### config.mk
export PLATFORM = sky130hd
export DESIGN_NAME = alu_issue_stage_flat
export DESIGN_NICKNAME = d
export VERILOG_FILES = /design/src/rtl/alu_issue_if.sv /design/src/rtl/alu_issue_stage.sv /design/src/flat_wrapper.sv
export SDC_FILE = /design/constraint.sdc
export NUM_CORES = 1
export LEC_CHECK = 0
export ABC_AREA = 1
export BUFFER_PORTS_ARGS = -buffer_cell sky130_fd_sc_hd__clkbuf_2
export CAP_MARGIN = 10
export CORE_MARGIN = 1.5
export CORE_UTILIZATION = 30
export DETAILED_ROUTE_END_ITERATION = 8
export SETUP_SLACK_MARGIN = 0.05
export SYNTH_ARGS = -nofsm -noshare
export SYNTH_HDL_FRONTEND = slang
export SYNTH_SLANG_ARGS = --single-unit
### constraint.sdc
create_clock -name clk -period 2.2 [get_ports clk]
set_input_delay 0.44 -clock clk [delete_from_list [all_inputs] [get_ports clk]]
set_output_delay 0.44 -clock clk [all_outputs]
set_load 0.005 [all_outputs]
### src/rtl/alu_issue_if.sv
// alu_issue_if: handshake bundle between register read, the ALU issue stage
// and the ALU. The slave modport is the issue stage's view; the master
// modport is the surrounding pipeline's view.
// Optional macro ALU_ISSUE_ILLEGAL_TRAP_EN adds the illegal flag.
interface alu_issue_if #(
    parameter int DW = 32
);
    logic          in_valid;
    logic          in_ready;
    logic [31:0]   instr;
    logic [DW-1:0] rs_val;
    logic [DW-1:0] rt_val;
    logic          out_valid;
    logic          out_ready;
    logic [11:0]   alu_control;
    logic [DW-1:0] alu_A;
    logic [DW-1:0] alu_B;
`ifdef ALU_ISSUE_ILLEGAL_TRAP_EN
    logic          illegal;
`endif

    modport slave (
        input  in_valid, instr, rs_val, rt_val, out_ready,
`ifdef ALU_ISSUE_ILLEGAL_TRAP_EN
        output illegal,
`endif
        output in_ready, out_valid, alu_control, alu_A, alu_B
    );

    modport master (
        output in_valid, instr, rs_val, rt_val, out_ready,
`ifdef ALU_ISSUE_ILLEGAL_TRAP_EN
        input  illegal,
`endif
        input  in_ready, out_valid, alu_control, alu_A, alu_B
    );
endinterface

### src/rtl/alu_issue_stage.sv
// alu_issue_stage: decodes a MIPS instruction into the ALU's one-hot control
// code plus operands and buffers the result in a 2-entry queue.
// Outputs come straight from the head-entry registers.
// Optional macro ALU_ISSUE_ILLEGAL_TRAP_EN: undecodable instructions are
// queued with illegal=1 instead of being dropped.
module alu_issue_stage #(
    parameter int DEPTH = 2,
    parameter int DW    = 32
) (
    input  logic         clk,
    input  logic         resetn,
    alu_issue_if.slave   bus
);
    localparam logic [11:0] C_ADD  = 12'h800;
    localparam logic [11:0] C_SUB  = 12'h400;
    localparam logic [11:0] C_SLT  = 12'h200;
    localparam logic [11:0] C_SLTU = 12'h100;
    localparam logic [11:0] C_AND  = 12'h080;
    localparam logic [11:0] C_NOR  = 12'h040;
    localparam logic [11:0] C_OR   = 12'h020;
    localparam logic [11:0] C_XOR  = 12'h010;
    localparam logic [11:0] C_SLL  = 12'h008;
    localparam logic [11:0] C_SRL  = 12'h004;
    localparam logic [11:0] C_SRA  = 12'h002;
    localparam logic [11:0] C_LUI  = 12'h001;

    typedef struct packed {
`ifdef ALU_ISSUE_ILLEGAL_TRAP_EN
        logic          ill;
`endif
        logic [11:0]   ctrl;
        logic [DW-1:0] a;
        logic [DW-1:0] b;
    } entry_t;

    logic [5:0]    opcode;
    logic [5:0]    funct;
    logic [15:0]   imm;
    logic [4:0]    shamt;
    logic          unused_fields;

    logic [11:0]   dec_ctrl;
    logic [DW-1:0] dec_a;
    logic [DW-1:0] dec_b;
    logic          dec_legal;
    entry_t        new_entry;

    entry_t        head_q, head_d;
    entry_t        tail_q, tail_d;
    logic [1:0]    count_q, count_d;

    logic          push;
    logic          enq;
    logic          pop;

    assign opcode = bus.instr[31:26];
    assign funct  = bus.instr[5:0];
    assign imm    = bus.instr[15:0];
    assign shamt  = bus.instr[10:6];
    // Register-number fields are resolved upstream; only operand values arrive here.
    assign unused_fields = ^bus.instr[25:16];

    // Decode opcode/funct into one-hot control and operand selection.
    always_comb begin
        dec_ctrl  = 12'h000;
        dec_a     = bus.rs_val;
        dec_b     = bus.rt_val;
        dec_legal = 1'b1;
        if (opcode == 6'h00) begin
            case (funct)
                6'h20, 6'h21: dec_ctrl = C_ADD;
                6'h22, 6'h23: dec_ctrl = C_SUB;
                6'h2A:        dec_ctrl = C_SLT;
                6'h2B:        dec_ctrl = C_SLTU;
                6'h24:        dec_ctrl = C_AND;
                6'h25:        dec_ctrl = C_OR;
                6'h26:        dec_ctrl = C_XOR;
                6'h27:        dec_ctrl = C_NOR;
                6'h00: begin
                    dec_ctrl = C_SLL;
                    dec_a    = {{(DW-5){1'b0}}, shamt};
                end
                6'h02: begin
                    dec_ctrl = C_SRL;
                    dec_a    = {{(DW-5){1'b0}}, shamt};
                end
                6'h03: begin
                    dec_ctrl = C_SRA;
                    dec_a    = {{(DW-5){1'b0}}, shamt};
                end
                // Variable shifts pass rs through unmasked; the ALU uses the low bits.
                6'h04:        dec_ctrl = C_SLL;
                6'h06:        dec_ctrl = C_SRL;
                6'h07:        dec_ctrl = C_SRA;
                default:      dec_legal = 1'b0;
            endcase
        end else begin
            case (opcode)
                6'h08, 6'h09, 6'h23, 6'h2B: begin
                    dec_ctrl = C_ADD;
                    dec_b    = {{(DW-16){imm[15]}}, imm};
                end
                6'h0A: begin
                    dec_ctrl = C_SLT;
                    dec_b    = {{(DW-16){imm[15]}}, imm};
                end
                6'h0B: begin
                    dec_ctrl = C_SLTU;
                    dec_b    = {{(DW-16){imm[15]}}, imm};
                end
                6'h0C: begin
                    dec_ctrl = C_AND;
                    dec_b    = {{(DW-16){1'b0}}, imm};
                end
                6'h0D: begin
                    dec_ctrl = C_OR;
                    dec_b    = {{(DW-16){1'b0}}, imm};
                end
                6'h0E: begin
                    dec_ctrl = C_XOR;
                    dec_b    = {{(DW-16){1'b0}}, imm};
                end
                6'h0F: begin
                    dec_ctrl = C_LUI;
                    dec_a    = '0;
                    dec_b    = {{(DW-16){1'b0}}, imm};
                end
                default: dec_legal = 1'b0;
            endcase
        end
        if (!dec_legal) begin
            dec_ctrl = 12'h000;
            dec_a    = '0;
            dec_b    = '0;
        end
    end

    // Assemble the entry to enqueue and decide whether it is stored at all.
    always_comb begin
        new_entry.ctrl = dec_ctrl;
        new_entry.a    = dec_a;
        new_entry.b    = dec_b;
`ifdef ALU_ISSUE_ILLEGAL_TRAP_EN
        new_entry.ill  = ~dec_legal;
        enq            = push;
`else
        // Illegal words are accepted but dropped, so they never occupy a slot.
        enq            = push & dec_legal;
`endif
    end

    // in_ready depends on the count only, keeping out_ready off the input path.
    assign bus.in_ready  = (count_q != 2'(DEPTH));
    assign bus.out_valid = (count_q != 2'd0);
    assign push          = bus.in_valid & bus.in_ready;
    assign pop           = bus.out_valid & bus.out_ready;

    // Queue next-state: head is slot 0, tail is slot 1.
    always_comb begin
        count_d = count_q;
        head_d  = head_q;
        tail_d  = tail_q;
        case (count_q)
            2'd0: begin
                if (enq) begin
                    head_d  = new_entry;
                    count_d = 2'd1;
                end
            end
            2'd1: begin
                if (enq && pop) begin
                    head_d = new_entry;
                end else if (enq) begin
                    tail_d  = new_entry;
                    count_d = 2'd2;
                end else if (pop) begin
                    count_d = 2'd0;
                end
            end
            2'd2: begin
                if (pop) begin
                    head_d  = tail_q;
                    count_d = 2'd1;
                end
            end
            default: count_d = 2'd0;
        endcase
    end

    // Queue state registers; reset empties the queue and clears the outputs.
    always_ff @(posedge clk or negedge resetn) begin
        if (!resetn) begin
            count_q <= 2'd0;
            head_q  <= '0;
            tail_q  <= '0;
        end else begin
            count_q <= count_d;
            head_q  <= head_d;
            tail_q  <= tail_d;
        end
    end

    assign bus.alu_control = head_q.ctrl;
    assign bus.alu_A       = head_q.a;
    assign bus.alu_B       = head_q.b;
`ifdef ALU_ISSUE_ILLEGAL_TRAP_EN
    assign bus.illegal     = head_q.ill;
`endif
endmodule

### src/flat_wrapper.sv
// flat-port wrapper written by rule: the top's interface ports become plain ports
module alu_issue_stage_flat 
#(
    parameter int DEPTH = 2,
    parameter int DW    = 32
)
  (clk, resetn, bus_in_valid, bus_instr, bus_rs_val, bus_rt_val, bus_out_ready, bus_in_ready, bus_out_valid, bus_alu_control, bus_alu_A, bus_alu_B);
  alu_issue_if #(.DW(DW)) bus_i ();
  input  logic clk;
  input  logic resetn;
  input wire logic [$bits(bus_i.in_valid)-1:0] bus_in_valid;
  input wire logic [$bits(bus_i.instr)-1:0] bus_instr;
  input wire logic [$bits(bus_i.rs_val)-1:0] bus_rs_val;
  input wire logic [$bits(bus_i.rt_val)-1:0] bus_rt_val;
  input wire logic [$bits(bus_i.out_ready)-1:0] bus_out_ready;
  output wire logic [$bits(bus_i.in_ready)-1:0] bus_in_ready;
  output wire logic [$bits(bus_i.out_valid)-1:0] bus_out_valid;
  output wire logic [$bits(bus_i.alu_control)-1:0] bus_alu_control;
  output wire logic [$bits(bus_i.alu_A)-1:0] bus_alu_A;
  output wire logic [$bits(bus_i.alu_B)-1:0] bus_alu_B;
  assign bus_i.in_valid = bus_in_valid;
  assign bus_i.instr = bus_instr;
  assign bus_i.rs_val = bus_rs_val;
  assign bus_i.rt_val = bus_rt_val;
  assign bus_i.out_ready = bus_out_ready;
  assign bus_in_ready = bus_i.in_ready;
  assign bus_out_valid = bus_i.out_valid;
  assign bus_alu_control = bus_i.alu_control;
  assign bus_alu_A = bus_i.alu_A;
  assign bus_alu_B = bus_i.alu_B;
  alu_issue_stage #(.DEPTH(DEPTH), .DW(DW)) u_core (.clk(clk), .resetn(resetn), .bus(bus_i));
endmodule
==> reports/results.txt, run 1 <==
Avg Inst Size Synth -> 6.90 µm²
Layout area overhead -> 23.3%
DRC -> 0
Vias in the first global route -> 7629
Final hold viol count -> 0
Hold path depth -> 4
Hold slack final -> 297 ps
Die X-Extent -> 170 µm
Reg2Reg Depth -> 9
Total Routing Usage GR -> 17.9%
Clock sinks -> 154
Final net count -> 1453
First-pass GRT wire length -> 40.2 mm
Final period utilization -> 91.3%
Post-CTS setup buffer count -> 0
Synth Net Count -> 1307
Synth area leaders -> dfrtp_1 46%, nand2_1 26%, nand3_1 12%, inv_1 4.1%, nor2_1 2.1%
Reg area -> 3850 µm²
Hold crit path type -> input pin to flip-flop
Drt first pass iters -> 5
Crit start category -> flip-flop
Max VDD drop -> 0.376 mV
Worst path required time -> 1760 ps
Synthesized netlist cell count -> 1207
Dpl cell area -> 9690 µm²
Worst-margin pin slew -> 525 ps
HPWL Detailed -> 16.3 mm
Leak Pwr -> 6.10 nW
RD Place Congestion -> 0.863
Antenna Nets Post-Route -> 0
# Max-Cap Violations -> 0
Clock buffer depth -> 2
Largest net degree at the start of global routing -> 75
Slew Viols, Final -> 0
Post-Synthesis Cell Area -> 8320 µm²
# setup viols final -> 0
Crit path max fanout -> 55
Max_slew headroom -> 65.0%
Yosys top cell by area -> dfrtp_1
Die footprint -> 28800 µm²
Cell area after layout -> 10300 µm²
Hold Buf Count CTS -> 1
Yosys cell types -> 28
Placed cell count -> 1705
IO Pins -> 178
Initial DRC count -> 737
Crit end category -> primary output
WL/cell -> 14.5 µm
Initial antenna violation count -> 0
Fillers -> 2906
Cts bufs inserted -> 17
Overflow after GRT -> 0
Final WS setup -> 191 ps
Num rows -> 60
Clock root buffer -> clkbuf_16
Routed WL -> 25.2 mm
Post-cts sizing count -> 0
Yosys warns -> 0
Critical path class -> flip-flop to primary output
Power per cell area -> 930 nW/µm²
Setup skew after layout -> 10.7 ps
Synth Register Bits -> 154
Non-Filler Instances -> 1739
Pre-CTS setup slack -> -59.7 ps
WP data arrival -> 1570 ps
H-tree levels -> 4
Max Fclk -> 0.498 GHz
Sequential area share after synthesis -> 46.3%
Setup TNS -> 0 ps
Count of port buffers added during placement -> 167
Final min period -> 2010 ps
Vias per inst -> 4.66
Clk Latency, worst-skew pair -> 420 ps
Clock slew at reported path FFs -> 60 ps
Tot Pwr -> 9.55 mW
Core area -> 27100 µm²
CTS tree -> yes
Top cell type's share of synthesized area -> 46.3%
Outcome -> complete, no violations
Multi-input combinational cell area -> 3740 µm²
Final core occ -> 37.9%
Routed vias -> 8103
Initial Util -> 30.7%
Unrepaired setup endpoints after global routing -> no
Die Span Y -> 170 µm
Share of layout cells above drive strength 1 -> 18.5%
[where the power goes]
| group | switching (mW) | internal (mW) | total [mW] |
|---|---|---|---|
| sequential | 0.370 | 3.54 | 3.91 |
| clock | 1.26 | 1.60 | 2.86 |
| combinational | 1.78 | 0.997 | 2.78 |
[registers in the layout, indices dropped and copies added, names as in the netlist]
| name | flops |
|---|---|
| u_core.tail_q | 76 |
| u_core.bus.alu_A | 32 |
| u_core.bus.alu_B | 32 |
| u_core.bus.alu_control | 12 |
| u_core.count_q | 2 |
[metal layers]
| layer | global-route usage, % | share of wire (%) |
|---|---|---|
| met5 | 0 | 0 |
| met3 | 4.73 | 6.5 |
| met4 | 5.16 | 1.7 |
| met1 | 23.6 | 47 |
| met2 | 28.9 | 45 |
[placed cells by master, fill, tap and decap left out, types with 2 or more instances in the layout]
cell type,instances
o211a_1,2
clkbuf_1,2
clkinv_4,2
o21ai_0,21
o211ai_1,6
nand3_1,192
clkinv_2,2
inv_6,3
o32ai_1,2
nand2_1,568
nand2_4,2
dfrtp_1,154
nand2_2,5
a21oi_1,17
inv_1,90
buf_12,13
o21ai_1,6
clkbuf_16,17
buf_4,23
nor2_4,2
inv_2,5
clkbuf_2,166
clkinvlp_4,4
nor3_1,3
nor2_2,4
nor2_1,45
[kinds of logic (layout without fill, tap and decap cells)]
kind of cell | after synthesis | count (layout) | share of synthesized area (%)
AND/OR/NAND/NOR | 823 | 823 | 40.7
buffers and inverters | 172 | 331 | 8.96
flip-flops | 154 | 154 | 46.3
AO/OA/AOI/OAI | 58 | 58 | 4.06
other | 0 | 1 | 0
[worst paths after layout]
kind                                                     from                          endpoint  slack, ps
worst min register to register  u_core.tail_q[12]$_DFFE_PN0P_     u_core.tail_q[12]$_DFFE_PN0P_        470
worst max-delay path            u_core.count_q[1]$_DFFE_PN0P_                      bus_in_ready        190
worst max register to register  u_core.count_q[1]$_DFFE_PN0P_  u_core.bus.alu_A[15]$_DFFE_PN0P_        460
worst min-delay path                            bus_out_ready     u_core.count_q[0]$_DFFE_PN0P_        300
min in group asynchronous                              resetn     u_core.tail_q[59]$_DFFE_PN0P_        480
max in group asynchronous                              resetn   u_core.bus.alu_B[3]$_DFFE_PN0P_       1070
[critical path, cell delays in order (launching register included)]
cell	delay, ps
dfrtp_1	380
inv_1	170
nor2_4	60
inv_2	90
buf_12	260
clkbuf_2	170
[Yosys cell counts]
library cell,count
buf_6,5
nand3_4,1
o21ai_0,21
nand2_4,1
nand2_2,5
a21oi_1,17
inv_2,5
buf_4,11
nand2_1,569
dfrtp_1,154
nor2_1,46
a211oi_1,1
nand3_1,192
inv_1,90
o2111a_1,1
nor2_2,4
o32ai_1,2
o21ai_1,6
nor3_1,3
nor2_4,1
o211a_1,2
buf_1,11
o31ai_1,1
o21ai_2,1
buf_2,17
o211ai_1,6
nand4_1,1
clkbuf_1,33
[cell type report]
class	instances	share of cell area, %
sequential	154	37.5
timing repair buffer	204	12.5
clock buffer	20	4.35
antenna	1	0.0244
inverter	95	3.47
multi-input combinational	881	36.4
tap	372	4.53
clock inverter	12	1.11
Note: power is estimated with default switching activity, not from simulation.
==> run 2, diff against run 1 <==
--- a/config.mk
+++ b/config.mk
@@ -8,9 +8,11 @@
 export ABC_AREA = 1
 export BUFFER_PORTS_ARGS = -buffer_cell sky130_fd_sc_hd__clkbuf_2
 export CAP_MARGIN = 10
+export CORE_ASPECT_RATIO = 0.8
 export CORE_MARGIN = 1.5
 export CORE_UTILIZATION = 30
 export DETAILED_ROUTE_END_ITERATION = 8
+export PLACE_DENSITY = 0.56
 export SETUP_SLACK_MARGIN = 0.05
 export SYNTH_ARGS = -nofsm -noshare
 export SYNTH_HDL_FRONTEND = slang
==> constraint.sdc (replaced) <==
create_clock -name clk -period 2.2 [get_ports clk]
set_input_delay 0.44 -clock clk [delete_from_list [all_inputs] [get_ports clk]]
set_output_delay 0.44 -clock clk [all_outputs]
set_load 0.01 [all_outputs]
==> reports/results.txt, run 2 (synthesized netlist as in run 1, its figures left out) <==
Outcome -> complete, no violations
Total Routing Usage GR -> 19.4%
Max Fclk -> 0.493 GHz
Largest net degree at the start of global routing -> 62
Diode count -> 0
Critical path class -> flip-flop to primary output
Setup slack, reg-to-reg -> 310 ps
Die X-Extent -> 189 µm
Crit-path slowest cell -> dfrtp_1
Overflow after GRT -> 0
Slew Viols, Final -> 0
# setup viols final -> 0
Final net count -> 1459
DR top layer -> met4
Clock buffer depth -> 2
Num rows -> 54
Final hold viol count -> 0
Hold path start -> bus_out_ready
RD Place Congestion -> 0.833
Clock sinks -> 154
CTS tree -> yes
Hold Crit Endpoint -> u_core.count_q[0]$_DFFE_PN0P_
WP data arrival -> 1590 ps
Initial antenna violation count -> 0
Final period utilization -> 92.3%
Clock Power Share -> 29.7%
Hold path depth -> 4
Pre-CTS setup slack -> -134 ps
Die footprint -> 28800 µm²
Sw Ratio -> 37.4%
Metal3 WL -> 1.83 mm
RR Startpoint -> u_core.count_q[1]$_DFFE_PN0P_
Routed WL -> 26.9 mm
Initial DRC count -> 599
Reg2Reg Depth -> 10
Vias in the first global route -> 8040
Crit path max fanout -> 28
Clock slew at reported path FFs -> 70 ps
DRC -> 0
Most frequent cells in the layout -> 568 x nand2_1, 192 x nand3_1, 166 x clkbuf_2, 154 x dfrtp_1, 90 x inv_1
Core area -> 27300 µm²
Worst R2R End -> u_core.bus.alu_A[30]$_DFFE_PN0P_
Met1 WL -> 12.9 mm
Final WS setup -> 170 ps
# Max-Cap Violations -> 0
Max_slew headroom -> 63.1%
Antenna Nets Post-Route -> 0
Share of layout cells above drive strength 1 -> 19.0%
Unrepaired setup endpoints after global routing -> no
Leak Pwr -> 6.18 nW
Crit start category -> flip-flop
HPWL Detailed -> 17.3 mm
Comb pwr share -> 31.4%
Worst-margin pin slew -> 553 ps
First-pass GRT wire length -> 44.0 mm
Worst path required time -> 1760 ps
Layout area overhead -> 24.4%
Count of port buffers added during placement -> 167
Max reg flops -> 76
Sw Pwr -> 3.78 mW
Power per cell area -> 976 nW/µm²
Worst path max stage delay -> 390 ps
H-tree levels -> 4
Max VDD drop -> 0.495 mV
Sequential Power Share -> 39.0%
Cell chain of the critical path -> inv_1 > nor2_4 > clkinv_4 > buf_16 > clkbuf_2
Final min period -> 2030 ps
Vias per inst -> 4.72
WL/cell -> 15.5 µm
Clock root buffer -> clkbuf_16
Placed cell count -> 1702
Crit end category -> primary output
Cts bufs inserted -> 17
Routed vias -> 8182
Met2 wire len -> 11.8 mm
Fillers -> 2926
Non-Filler Instances -> 1735
Pint -> 6.33 mW
Crit path from -> u_core.count_q[1]$_DFFE_PN0P_
Initial Util -> 30.5%
Hold crit path type -> input pin to flip-flop
Clk Latency, worst-skew pair -> 430 ps
Die Span Y -> 152 µm
IO Pins -> 178
Setup skew after layout -> 12.6 ps
Post-CTS setup buffer count -> 0
Drt first pass iters -> 5
Largest register by flop count -> u_core.tail_q
Commonest non-fill, non-tap cell in the layout -> nand2_1
==> run 2: per-layer routing <==
layer,vias up,track usage (%)
li1,4062,-
met1,3881,27.5
met2,220,29.7
met3,19,4.69
met4,0,4.50
met5,-,0
==> run 2: layout make-up <==
| type | count | area (µm²) | area share [%] |
|---|---|---|---|
| timing repair buffer | 210 | 1350 | 13.1 |
| sequential | 154 | 3850 | 37.2 |
| multi-input combinational | 881 | 3750 | 36.2 |
| clock buffer | 18 | 439 | 4.24 |
| clock inverter | 13 | 145 | 1.40 |
| tap | 364 | 455 | 4.40 |
| inverter | 95 | 362 | 3.49 |
==> run 2: worst max path at each step <==
stage	to	depth (start not counted)
3_5_place_dp	u_core.bus.alu_A[30]$_DFFE_PN0P_	14
3_3_place_gp	u_core.bus.alu_A[30]$_DFFE_PN0P_	14
6_report	bus_in_ready	5
2_1_floorplan	u_core.bus.alu_B[23]$_DFFE_PN0P_	12
4_1_cts	bus_in_ready	5
5_1_grt	bus_in_ready	5
==> run 2: power groups by stage <==
| stage | Sequential, mW | Clock (mW) | Combinational (mW) |
|---|---|---|---|
| after CTS | 3.95 | 3.10 | 3.24 |
| after floorplan | 4.19 | 0 | 1.44 |
| final | 3.94 | 3.00 | 3.17 |
| after detailed placement | 3.99 | 0 | 3.14 |
| after global placement | 3.97 | 0 | 3.13 |
| after global routing | 4.05 | 3.20 | 3.55 |
==> run 2: what timing repair did <==
| action | CTS | global route |
|---|---|---|
| endpoints found under the setup margin | 1 | 9 |
| endpoints found under the hold margin | 35 | 0 |
| resized for setup | 2 | 1 |
| hold buffers | 1 | 0 |
| gates cloned | 1 | 0 |
==> run 2: per-stage QoR <==
stage               TNS [ps]  util, %  cell area, µm²  hold slack, ps  total power [mW]
CTS                        0     37.9           10400             266              10.3
detailed placement     -5710     35.6            9720             373              7.13
finish                     0     37.9           10400             293              10.1
global route               0     37.9           10400             293              10.8
floorplan                  0        -            8320             144              5.62
global placement        -502     35.6            9720             369              7.10
==> run 2: critical path: cells and delay by family, from the launching register on <==
kind	cells	cell delay [ps]
buffers and inverters	4	700
flip-flops	1	390
AND/OR/NAND/NOR	1	60
==> run 3, diff against run 2 <==
--- a/config.mk
+++ b/config.mk
@@ -9,7 +9,7 @@
 export BUFFER_PORTS_ARGS = -buffer_cell sky130_fd_sc_hd__clkbuf_2
 export CAP_MARGIN = 10
 export CORE_ASPECT_RATIO = 0.8
-export CORE_MARGIN = 1.5
+export CORE_MARGIN = 5
 export CORE_UTILIZATION = 30
 export DETAILED_ROUTE_END_ITERATION = 8
 export PLACE_DENSITY = 0.56
==> constraint.sdc (replaced) <==
create_clock -name clk -period 2 [get_ports clk]
set_input_delay 0.4 -clock clk [delete_from_list [all_inputs] [get_ports clk]]
set_output_delay 0.4 -clock clk [all_outputs]
set_load 0.01 [all_outputs]
==> reports/results.txt, run 3 (synthesized netlist as in run 1, its figures left out) <==
RD Place Congestion -> 0.859
Overflow after GRT -> 0
Dpl cell area -> 10000 µm²
Antenna Nets Post-Route -> 0
Setup TNS -> 0 ps
Layout area overhead -> 29.3%
Cts bufs inserted -> 17
Total Routing Usage GR -> 17.8%
Hold Crit Endpoint -> u_core.count_q[0]$_DFFE_PN0P_
Max_slew headroom -> 61.5%
Core area -> 27300 µm²
RR Startpoint -> u_core.count_q[1]$_DFFE_PN0P_
Final period utilization -> 92.4%
Worst R2R End -> u_core.tail_q[37]$_DFFE_PN0P_
Drt first pass iters -> 5
HPWL Detailed -> 18.1 mm
Final core occ -> 39.4%
Worst path required time -> 1600 ps
Unrepaired setup endpoints after global routing -> no
Setup slack, reg-to-reg -> 380 ps
Die footprint -> 31200 µm²
# Max-Cap Violations -> 0
WL/cell -> 15.6 µm
Largest net degree at the start of global routing -> 75
Initial Util -> 30.5%
Clock slew at reported path FFs -> 60 ps
Clock sinks -> 154
Crit path max fanout -> 20
Cell area after layout -> 10800 µm²
Diode count -> 0
Reg2Reg Depth -> 10
Final hold viol count -> 0
Initial antenna violation count -> 0
# setup viols final -> 0
Routed WL -> 27.4 mm
WP data arrival -> 1450 ps
Tot Pwr -> 11.7 mW
Die Span Y -> 159 µm
Share of layout cells above drive strength 1 -> 20.4%
Clock root buffer -> clkbuf_16
Final min period -> 1850 ps
Initial DRC count -> 604
Fillers -> 2854
Slew Viols, Final -> 0
Max VDD drop -> 0.741 mV
Hold path depth -> 4
DRC -> 0
Final net count -> 1483
Outcome -> complete, no violations
Hold crit path type -> input pin to flip-flop
Non-Filler Instances -> 1760
Placed cell count -> 1723
Num rows -> 54
Count of port buffers added during placement -> 167
Max reg flops -> 76
Crit start category -> flip-flop
First-pass GRT wire length -> 44.8 mm
Max Fclk -> 0.541 GHz
Largest register by flop count -> u_core.tail_q
Routed vias -> 8290
Vias per inst -> 4.71
Vias in the first global route -> 8236
Leak Pwr -> 6.39 nW
CTS tree -> yes
Commonest non-fill, non-tap cell in the layout -> nand2_1
IO Pins -> 178
Die X-Extent -> 196 µm
Clk Latency, worst-skew pair -> 430 ps
Hold path start -> bus_out_ready
Crit end category -> primary output
Setup skew after layout -> 9.33 ps
H-tree levels -> 4
Critical path class -> flip-flop to primary output
Clock buffer depth -> 2
Most frequent cells in the layout -> 568 x nand2_1, 192 x nand3_1, 166 x clkbuf_2, 154 x dfrtp_1, 89 x inv_1
Power per cell area -> 1090 nW/µm²
Worst-margin pin slew -> 576 ps
==> run 3: changes by cell type in the layout (fill, tap and decap cells not counted), moves of 2 or more <==
cell | previous run | this run
buf_12 | 11 | 21
bufinv_16 | 2 | 5
buf_4 | 28 | 42
clkinvlp_4 | 3 | 1
==> run 3: area by class of cell <==
class	instances	area [µm²]	share of cell area [%]
clock buffers	19	443	4.12
inverters	95	362	3.36
flip-flops and latches	154	3850	35.8
clock inverters	13	215	2.00
well taps	364	455	4.23
multi-input cells	881	3750	34.9
repair buffers	234	1680	15.6
==> run 3: metrics by stage <==
step / hold slack, ps / setup WS [ps]
2_1_floorplan: 104 / 189
3_3_place_gp: 325 / -153
3_5_place_dp: 327 / -158
4_1_cts: 224 / 67.1
5_1_grt: 251 / 78.9
6_report: 243 / 152
==> run 3: worst max-delay path by stage <==
stage	endpoint	startpoint	slack (ps)	depth (start not counted)
2_1_floorplan	u_core.bus.alu_B[23]$_DFFE_PN0P_	bus_instr[31]	190	12
3_3_place_gp	u_core.tail_q[17]$_DFFE_PN0P_	bus_instr[1]	-150	14
3_5_place_dp	u_core.tail_q[24]$_DFFE_PN0P_	bus_instr[1]	-160	14
4_1_cts	bus_in_ready	u_core.count_q[1]$_DFFE_PN0P_	70	5
5_1_grt	bus_in_ready	u_core.count_q[1]$_DFFE_PN0P_	80	5
6_report	bus_in_ready	u_core.count_q[1]$_DFFE_PN0P_	150	5
==> run 3: critical path, cell delays in order (launching register included) <==
cell	delay, ps
dfrtp_1	360
inv_2	70
nor2_4	170
clkinv_4	90
buf_16	170
clkbuf_2	140
==> run 3: power breakdown <==
| part | switching [mW] | internal, mW |
|---|---|---|
| Combinational | 2.37 | 1.35 |
| Clock | 1.41 | 2.26 |
| Sequential | 0.415 | 3.89 |
==> run 3: layer usage <==
layer	routed length, µm	global-route usage, %
met1	13400	25.8
met5	0	0
met2	11800	26.7
met3	1920	4.61
met4	280	4.03
==> run 3: what timing repair did <==
| action | CTS | global route |
|---|---|---|
| hold buffers | 1 | 0 |
| endpoints found under the hold margin | 28 | 0 |
| buffers inserted | 0 | 2 |
| endpoints found under the setup margin | 1 | 1 |
| gates cloned | 2 | 0 |
| gates resized for setup | 2 | 1 |
| pin swaps | 0 | 1 |
